### config.mk
export PLATFORM = sky130hd
export DESIGN_NAME = approx_adder_error_meter_flat
export DESIGN_NICKNAME = d
export VERILOG_FILES = /design/src/rtl/approx_eval_pkg.sv /design/src/rtl/approx_adder_error_meter_if.sv /design/src/rtl/approx_rca.sv /design/src/rtl/approx_adder_error_meter.sv /design/src/flat_wrapper.sv
export SDC_FILE = /design/constraint.sdc
export NUM_CORES = 1
export LEC_CHECK = 0
export ABC_AREA = 1
export BUFFER_PORTS_ARGS = -buffer_cell sky130_fd_sc_hd__buf_2
export CORE_UTILIZATION = 45
export CTS_CLUSTER_DIAMETER = 60
export DETAILED_ROUTE_END_ITERATION = 7
export PLACE_DENSITY = 0.71
export SKIP_CTS_REPAIR_TIMING = 1
export SLEW_MARGIN = 20
export SYNTH_ARGS = -nofsm -noshare
export SYNTH_HDL_FRONTEND = slang
export SYNTH_SLANG_ARGS = --single-unit
### constraint.sdc
create_clock -name clk -period 5.8 [get_ports clk]
set_input_delay 0.29 -clock clk [delete_from_list [all_inputs] [get_ports clk]]
set_output_delay 0.29 -clock clk [all_outputs]
set_load 0.05 [all_outputs]
### src/rtl/approx_eval_pkg.sv
// Shared FSM encodings, pipeline constants and width helpers for the
// approximate-adder error meter.
package approx_eval_pkg;

  localparam logic [1:0] StIdle  = 2'd0;
  localparam logic [1:0] StSweep = 2'd1;
  localparam logic [1:0] StDrain = 2'd2;
  localparam logic [1:0] StDone  = 2'd3;

  // Cycles spent flushing the two-stage error pipeline after the last pair.
  localparam int unsigned DrainLen  = 2;
  localparam int unsigned DrainCntW = (DrainLen > 1) ? $clog2(DrainLen) : 1;

  function automatic int unsigned sum_w(input int unsigned w);
    return w + 1;
  endfunction

  function automatic int unsigned err_w(input int unsigned w);
    return w + 2;
  endfunction

  function automatic int unsigned cnt_w(input int unsigned w);
    return 2 * w;
  endfunction

  function automatic int unsigned sqr_w(input int unsigned w);
    return 2 * w + 2;
  endfunction

  function automatic int unsigned count_w(input int unsigned w);
    return 2 * w + 1;
  endfunction

  function automatic int unsigned sq_sum_w(input int unsigned w);
    return 4 * w + 2;
  endfunction

  function automatic int unsigned bias_w(input int unsigned w);
    return 3 * w + 2;
  endfunction

endpackage

### src/rtl/approx_adder_error_meter_if.sv
// Control and metric bundle of the error meter; bias_sum exists only when
// APPROX_EVAL_ERR_BIAS_EN is defined.
interface approx_adder_error_meter_if #(
  parameter int unsigned WIDTH = 8
);
  import approx_eval_pkg::*;

  logic                             start;
  logic                             busy;
  logic                             done;
  logic [sum_w(WIDTH)-1:0]          wce;
  logic [count_w(WIDTH)-1:0]        err_count;
  logic [sq_sum_w(WIDTH)-1:0]       sq_err_sum;
`ifdef APPROX_EVAL_ERR_BIAS_EN
  logic signed [bias_w(WIDTH)-1:0]  bias_sum;

  modport master (
    output start,
    input  busy, done, wce, err_count, sq_err_sum, bias_sum
  );

  modport slave (
    input  start,
    output busy, done, wce, err_count, sq_err_sum, bias_sum
  );
`else
  modport master (
    output start,
    input  busy, done, wce, err_count, sq_err_sum
  );

  modport slave (
    input  start,
    output busy, done, wce, err_count, sq_err_sum
  );
`endif

endinterface

### src/rtl/approx_rca.sv
// Combinational ripple-carry adder whose APPROX_LSBS low positions use the
// approximate cell (S = Y & Z, Cout = X | ~Z); upper positions are exact.
module approx_rca #(
  parameter int unsigned WIDTH       = 8,
  parameter int unsigned APPROX_LSBS = 2
) (
  input  logic [WIDTH-1:0] a_i,
  input  logic [WIDTH-1:0] b_i,
  output logic [WIDTH:0]   sum_o
);

  always_comb begin : p_chain
    logic carry;
    carry = 1'b0;
    sum_o = '0;
    for (int unsigned i = 0; i < WIDTH; i++) begin
      if (i < APPROX_LSBS) begin
        sum_o[i] = b_i[i] & carry;
        carry    = a_i[i] | ~carry;
      end else begin
        sum_o[i] = a_i[i] ^ b_i[i] ^ carry;
        carry    = (a_i[i] & b_i[i]) | (a_i[i] & carry) | (b_i[i] & carry);
      end
    end
    sum_o[WIDTH] = carry;
  end

endmodule

### src/rtl/approx_adder_error_meter.sv
// Exhaustive sweep of every operand pair through approx_rca versus an exact adder,
// accumulating WCE, error count and squared-error sum (bias sum with APPROX_EVAL_ERR_BIAS_EN).
module approx_adder_error_meter
  import approx_eval_pkg::*;
#(
  parameter int unsigned WIDTH       = 8,
  parameter int unsigned APPROX_LSBS = 2
) (
  input  logic                        clk,
  input  logic                        rst,
  approx_adder_error_meter_if.slave   m_if
);

  localparam int unsigned SumW   = sum_w(WIDTH);
  localparam int unsigned ErrW   = err_w(WIDTH);
  localparam int unsigned CntW   = cnt_w(WIDTH);
  localparam int unsigned SqrW   = sqr_w(WIDTH);
  localparam int unsigned CountW = count_w(WIDTH);
  localparam int unsigned SqW    = sq_sum_w(WIDTH);

  logic [1:0]           state_q, state_d;
  logic [CntW-1:0]      cnt_q, cnt_d;
  logic [DrainCntW-1:0] drain_q, drain_d;
  logic                 clear;

  logic                 v1_q;
  logic signed [ErrW-1:0] err_q, err_d;

  logic [SumW-1:0]      wce_q, wce_d;
  logic [CountW-1:0]    count_q, count_d;
  logic [SqW-1:0]       sq_q, sq_d;

  logic [WIDTH-1:0]     op_a, op_b;
  logic [SumW-1:0]      approx_sum, exact_sum;
  logic [SumW-1:0]      err_abs;
  logic [SqrW-1:0]      err_sq;

  assign op_a = cnt_q[CntW-1:WIDTH];
  assign op_b = cnt_q[WIDTH-1:0];

  approx_rca #(
    .WIDTH       (WIDTH),
    .APPROX_LSBS (APPROX_LSBS)
  ) u_rca (
    .a_i   (op_a),
    .b_i   (op_b),
    .sum_o (approx_sum)
  );

  assign exact_sum = {1'b0, op_a} + {1'b0, op_b};
  assign err_d     = $signed({1'b0, approx_sum}) - $signed({1'b0, exact_sum});

  // |err| never exceeds 2^(WIDTH+1)-1, so the top bit of the negation is dropped.
  assign err_abs = SumW'(err_q[ErrW-1] ? -err_q : err_q);
  assign err_sq  = SqrW'(err_abs) * SqrW'(err_abs);

  always_comb begin
    state_d = state_q;
    cnt_d   = cnt_q;
    drain_d = drain_q;
    clear   = 1'b0;
    case (state_q)
      StIdle: begin
        if (m_if.start) begin
          state_d = StSweep;
          cnt_d   = '0;
          clear   = 1'b1;
        end
      end
      StSweep: begin
        if (cnt_q == '1) begin
          state_d = StDrain;
          drain_d = '0;
        end else begin
          cnt_d = cnt_q + 1'b1;
        end
      end
      StDrain: begin
        if (drain_q == DrainCntW'(DrainLen - 1)) begin
          state_d = StDone;
        end else begin
          drain_d = drain_q + 1'b1;
        end
      end
      StDone:  state_d = StIdle;
      default: state_d = StIdle;
    endcase
  end

  always_comb begin
    wce_d   = wce_q;
    count_d = count_q;
    sq_d    = sq_q;
    if (clear) begin
      wce_d   = '0;
      count_d = '0;
      sq_d    = '0;
    end else if (v1_q) begin
      if (err_abs > wce_q) wce_d = err_abs;
      if (err_q != '0)     count_d = count_q + 1'b1;
      sq_d = sq_q + SqW'(err_sq);
    end
  end

  always_ff @(posedge clk or posedge rst) begin
    if (rst) begin
      state_q <= StIdle;
      cnt_q   <= '0;
      drain_q <= '0;
      v1_q    <= 1'b0;
      err_q   <= '0;
      wce_q   <= '0;
      count_q <= '0;
      sq_q    <= '0;
    end else begin
      state_q <= state_d;
      cnt_q   <= cnt_d;
      drain_q <= drain_d;
      v1_q    <= (state_q == StSweep);
      err_q   <= err_d;
      wce_q   <= wce_d;
      count_q <= count_d;
      sq_q    <= sq_d;
    end
  end

`ifdef APPROX_EVAL_ERR_BIAS_EN
  localparam int unsigned BiasW = bias_w(WIDTH);

  logic signed [BiasW-1:0] bias_q, bias_d;

  always_comb begin
    bias_d = bias_q;
    if (clear) begin
      bias_d = '0;
    end else if (v1_q) begin
      bias_d = bias_q + {{(BiasW - ErrW){err_q[ErrW-1]}}, err_q};
    end
  end

  always_ff @(posedge clk or posedge rst) begin
    if (rst) begin
      bias_q <= '0;
    end else begin
      bias_q <= bias_d;
    end
  end

  assign m_if.bias_sum = bias_q;
`endif

  assign m_if.busy       = (state_q == StSweep) || (state_q == StDrain);
  assign m_if.done       = (state_q == StDone);
  assign m_if.wce        = wce_q;
  assign m_if.err_count  = count_q;
  assign m_if.sq_err_sum = sq_q;

endmodule

### src/flat_wrapper.sv
// flat-port wrapper written by rule: the top's interface ports become plain ports
module approx_adder_error_meter_flat import approx_eval_pkg::*;
#(
  parameter int unsigned WIDTH       = 8,
  parameter int unsigned APPROX_LSBS = 2
)
  (clk, rst, m_if_start, m_if_busy, m_if_done, m_if_wce, m_if_err_count, m_if_sq_err_sum);
  approx_adder_error_meter_if #(.WIDTH(WIDTH)) m_if_i ();
  input  logic clk;
  input  logic rst;
  input wire logic [$bits(m_if_i.start)-1:0] m_if_start;
  output wire logic [$bits(m_if_i.busy)-1:0] m_if_busy;
  output wire logic [$bits(m_if_i.done)-1:0] m_if_done;
  output wire logic [$bits(m_if_i.wce)-1:0] m_if_wce;
  output wire logic [$bits(m_if_i.err_count)-1:0] m_if_err_count;
  output wire logic [$bits(m_if_i.sq_err_sum)-1:0] m_if_sq_err_sum;
  assign m_if_i.start = m_if_start;
  assign m_if_busy = m_if_i.busy;
  assign m_if_done = m_if_i.done;
  assign m_if_wce = m_if_i.wce;
  assign m_if_err_count = m_if_i.err_count;
  assign m_if_sq_err_sum = m_if_i.sq_err_sum;
  approx_adder_error_meter #(.WIDTH(WIDTH), .APPROX_LSBS(APPROX_LSBS)) u_core (.clk(clk), .rst(rst), .m_if(m_if_i));
endmodule
==> results_dict.tcl, run 1 <==
set metrics [dict create \
    antenna_found_initial 0 \
    cp_slowest_cell "fa_1" \
    fin_cells 1555 \
    htree_levels 3 \
    grt_start_max_net_pins 74 \
    clk_latency_ns 0.36 \
    dieArea_um2 19900 \
    rows 50 \
    syn_area_um2 8710 \
    ys_ff_latch 90 \
    syn_inst 1206 \
    setup_violations 0 \
    yosysWarnings 0 \
    placed_area_um2 9380 \
    gp_congestion 0.909 \
    final_util_pct 54.1 \
    synth_cell_types 45 \
    slew_headroom_pct 35.1 \
    skew_ns 0.00952 \
    finalCriticalPeriod_ns 5.66 \
    post-place-ws_ns -0.106 \
    fp.dieW_um 141 \
    synthTopCellsByArea "dfrtp_1, nand2_1, ha_1" \
    diodes 0 \
    clkTransAtPathRegs_ns 0.07 \
    drtAntennaViolNets 0 \
    wl_per_cell_um 14.0 \
    avgSynthCellArea_um2 7.23 \
    syn2layout_area_growth_pct 16.9 \
    nets 1421 \
    hold_viol 0 \
    cts-buffers-inserted 9 \
    fillCellCount 1779 \
    holdCritPathClass "in -> async" \
    first_pass_iters 5 \
    min_period_over_period_pct 97.7 \
    synth_common_cells "nand2_1, inv_1, nor2_1" \
    grt_pass1_vias 7269 \
    tightest_slew_ns 0.974 \
    timing.final.ws_setup_ns 0.136 \
    tritoncts "yes" \
    cp_slowest_stage_delay_ns 0.56 \
    crit_path_end_kind "flop" \
    ys.flop_type "dfrtp_1" \
    synth-edff-count 0 \
    grt_first_pass_wirelength_um 35200 \
    synth_nets 1337 \
    dp_hpwl_um 16300 \
    critPathArrivalTime_ns 5.93 \
    worstPathMaxFanout 6 \
    outcome "finished clean" \
    start_util_pct 46.3 \
    drv_cap 0 \
    max_freq_mhz 177 \
    worstSetupStartpointType "flop" \
    ios 65 \
    portBuffers 64 \
    drt_wl_total_um 21700 \
    clock-sinks 90 \
    drive_above_1_share_pct 16.8 \
    die_y_um 141 \
    clockBufferDepth 2 \
    dp_cells 1529 \
    drtIter0Drc 506 \
    root_buffer "clkbuf_16" \
    crit_type "reg -> reg" \
    synth_seq_area_share_pct 25.8 \
    async_reset_ff_share_pct 100 \
    rsz0062_at_grt "yes" \
    drc 0 \
    yosysMostFrequentCell "nand2_1" \
    num_vias 7891 \
    drv_slew 0 \
    track_usage_pct 22.1 \
    synth_top_area_share_pct 25.8 \
    post-route-cell-area_um2 10200 \
    vias_per_cell 5.07 \
    synth_top_area_cell "dfrtp_1" \
    grt.overflow.total 0 \
    coreArea_um2 18800 \
    crit_required_ns 6.06 \
]
area by class of cell:
type / count / area [um2] / area share, %
inverter: 256 / 970 / 9.52
sequential: 90 / 2250 / 22.1
multi-input combinational: 842 / 5750 / 56.4
tap: 260 / 325 / 3.19
clock inverter: 5 / 108 / 1.06
clock buffer: 11 / 253 / 2.48
timing repair buffer: 91 / 529 / 5.20
layout by cell type (no fill, tap or decap), types with 6 or more instances in the layout:
master and count:
a21oi_2 6, a21oi_1 39, xnor2_1 7, ha_4 7, o22ai_1 6, buf_2 64, nand2_2 26, nand2_4 8
nand4_1 21, fa_1 46, nand2_1 260, nor2_4 8, inv_2 10, nor2_1 90, o21ai_2 8, nand3_1 68
dfrtp_1 90, o31ai_1 7, clkbuf_16 9, buf_4 25, nor3_1 16, inv_1 243, xor2_1 18, ha_1 73
o21ai_0 50, nand3_2 10, o21ai_1 15, nor2_2 7
path summary, 6_finish.rpt:
kind,endpoint,slack (ns),depth (start not counted),startpoint
max in group asynchronous,u_core.cnt_q[11],4.14,4,rst
min reg2reg,u_core.m_if.wce[4],0.54,2,u_core.m_if.wce[4]
min,u_core.m_if.sq_err_sum[26],0.42,3,rst
min in group clk,u_core.state_q[1],0.46,4,m_if_start
max reg2reg,u_core.m_if.sq_err_sum[17],0.14,29,u_core.err_q[0]
max,u_core.m_if.sq_err_sum[17],0.14,29,u_core.err_q[0]
logic make-up (layout without fill, tap and decap cells):
group	Yosys count	after routing	share of synthesized area (%)
flip-flops	90	90	25.8
adder cells (fa/ha/maj)	128	128	22.3
XOR/XNOR	25	25	2.51
AND/OR/NAND/NOR	540	540	27.3
buffers and inverters	274	363	12.3
AO/OA/AOI/OAI	149	149	9.75
metal layers:
| layer | global-route usage (%) | wire length [um] | vias to the layer above |
|---|---|---|---|
| li1 | - | - | 3959 |
| met1 | 30.7 | 10200 | 3706 |
| met2 | 34.8 | 10100 | 183 |
| met3 | 3.23 | 823 | 43 |
| met4 | 8.01 | 556 | 0 |
| met5 | 0 | 0 | - |
sequential cells by signal, summed over array words and instances (netlist names):
| name | count |
|---|---|
| u_core.err_q | 10 |
| u_core.m_if.wce | 9 |
| u_core.m_if.sq_err_sum | 34 |
| u_core.state_q | 2 |
| u_core.drain_q | 1 |
| u_core.v1_q | 1 |
| u_core.m_if.err_count | 17 |
| u_core.cnt_q | 16 |
stage by stage:
stage	hold slack (ns)	TNS [ns]
detailed placement	0.251	-0.567
finish	0.416	0
global placement	0.246	0
global route	0.449	-0.940
floorplan	0.479	0
CTS	-0.131	-0.916
critical path, delay by kind of cell (launching register included):
family / cells / cell delay [ns]
buffers and inverters: 6 / 0.42
xor gates and xnor gates: 1 / 0.18
AOI/OAI and AO/OA: 1 / 0.19
DFF: 1 / 0.39
adders and majority gates: 7 / 2.74
and+or+nand+nor: 14 / 1.65
Power of run 1 is not shown: default switching activity piles up to over one toggle a cycle in this logic, so the estimate is an artifact.
==> inputs of run 2 (changes only) <==
--- a/config.mk
+++ b/config.mk
@@ -10,7 +10,7 @@
 export CORE_UTILIZATION = 45
 export CTS_CLUSTER_DIAMETER = 60
 export DETAILED_ROUTE_END_ITERATION = 7
-export PLACE_DENSITY = 0.71
+export PLACE_DENSITY = 0.69
 export SKIP_CTS_REPAIR_TIMING = 1
 export SLEW_MARGIN = 20
 export SYNTH_ARGS = -nofsm -noshare
==> constraint.sdc (replaced) <==
create_clock -name clk -period 6.7 [get_ports clk]
set_input_delay 0.335 -clock clk [delete_from_list [all_inputs] [get_ports clk]]
set_output_delay 0.335 -clock clk [all_outputs]
set_load 0.05 [all_outputs]
==> run 2 against run 1 <==
  * Worst hold slack worse by 0.40 ns
  * Worst setup slack better by 0.31 ns
  * Cell area shrank 5.8%
  * Cell count down 1.5%
  * Die area is the same
  * Clock skew grew 0.0017 ns
  * Critical path type unchanged
  * Critical path depth decreased by 2
  * Maximum frequency is 9.5% lower
==> results_dict.tcl, run 2 (synthesis results as in run 1) <==
set metrics [dict create \
    drt_wl_total_um 20600 \
    timing.rr.start "u_core.err_q[0]" \
    clkTransAtPathRegs_ns 0.07 \
    setup_violations 0 \
    portBuffers 64 \
    crit_path_end_kind "flop" \
    drtAntennaViolNets 0 \
    layout_commonest_cell "nand2_1" \
    dp_hpwl_um 16100 \
    crit_type "reg -> reg" \
    cp_slowest_stage_delay_ns 0.54 \
    crit_required_ns 6.95 \
    final_cell_mix "nand2_1, inv_1, nor2_1" \
    critPathBufInv 5 \
    holdCritPathClass "in -> async" \
    first_pass_iters 5 \
    drtIter0Drc 494 \
    nets 1398 \
    start_util_pct 46.3 \
    critPathArrivalTime_ns 6.51 \
    syn2layout_area_growth_pct 10.1 \
    crit_family "adder cells" \
    slew_headroom_pct 42.0 \
    ios 65 \
    cts-buffers-inserted 9 \
    max_freq_mhz 160 \
    rsz0062_at_grt "no" \
    grt_first_pass_wirelength_um 34100 \
    root_buffer "clkbuf_16" \
    drc 0 \
    drv_cap 0 \
    hold_viol 0 \
    vias_per_cell 5.05 \
    grt.overflow.total 0 \
    worstSetupStartpointType "flop" \
    die_y_um 141 \
    drive_above_1_share_pct 9.98 \
    skew_ns 0.0113 \
    fp.dieW_um 141 \
    cp-startpoint "u_core.err_q[0]" \
    drv_slew 0 \
    num_vias 7730 \
    dieArea_um2 19900 \
    finalCriticalPeriod_ns 6.26 \
    tritoncts "yes" \
    min_period_over_period_pct 93.4 \
    diodes 0 \
    setup_tns_ns 0 \
    clock-sinks 90 \
    grt_pass1_vias 7102 \
    largest_register_ffs 34 \
    gp_congestion 0.910 \
    track_usage_pct 21.6 \
    cp_slowest_cell "fa_1" \
    worstPathMaxFanout 12 \
    antenna_found_initial 0 \
    rows 50 \
    cp_common_cell "fa_1" \
    clockBufferDepth 2 \
    tightest_slew_ns 0.866 \
    clk_latency_ns 0.36 \
    outcome "finished clean" \
    grt_start_max_net_pins 56 \
    coreArea_um2 18800 \
    htree_levels 3 \
    wl_per_cell_um 13.5 \
]
run 2: final cells by class:
class | instances | area (um2)
fillers | 1854 | 9240
multi-input cells | 842 | 5390
flip-flops and latches | 90 | 2250
inverters | 256 | 963
repair buffers | 68 | 350
well taps | 260 | 325
clock buffers | 11 | 253
clock inverters | 5 | 60.1
run 2: stage by stage:
| stage | cell area (um2) | setup slack [ns] | util (%) | hold WS, ns | instances |
|---|---|---|---|---|---|
| 6_report | 9590 | 0.442 | 51.0 | 0.0131 | 1532 |
| 5_1_grt | 9590 | 0.00601 | 51.0 | 0.0629 | 1532 |
| 4_1_cts | 9590 | 0.472 | 51.0 | 0.0253 | 1532 |
| 3_5_place_dp | 9280 | 0.481 | 49.3 | 0.416 | 1516 |
| 3_3_place_gp | 9280 | 0.670 | 49.3 | 0.411 | 1516 |
| 2_1_floorplan | 8710 | 1.08 | - | 0.479 | 1206 |
run 2: final timing paths:
kind | endpoint | cells past startpoint | slack, ns
worst max-delay path | u_core.m_if.sq_err_sum[25] | 27 | 0.44
worst max register to register | u_core.m_if.sq_err_sum[25] | 27 | 0.44
worst min-delay path | u_core.m_if.sq_err_sum[22] | 2 | 0.01
max in group asynchronous | u_core.err_q[0] | 3 | 5.55
min in group clk | u_core.state_q[1] | 4 | 0.51
worst min register to register | u_core.drain_q | 1 | 0.52
run 2: metal layers:
| metal | wire [um] | GRT usage, % | part of all wire (%) |
|---|---|---|---|
| met1 | 9540 | 29.5 | 46 |
| met4 | 408 | 8.30 | 2.0 |
| met2 | 9560 | 34.5 | 46 |
| met5 | 0 | 0 | 0 |
| met3 | 1120 | 2.99 | 5.4 |
Power of run 2 is left out for the same reason.
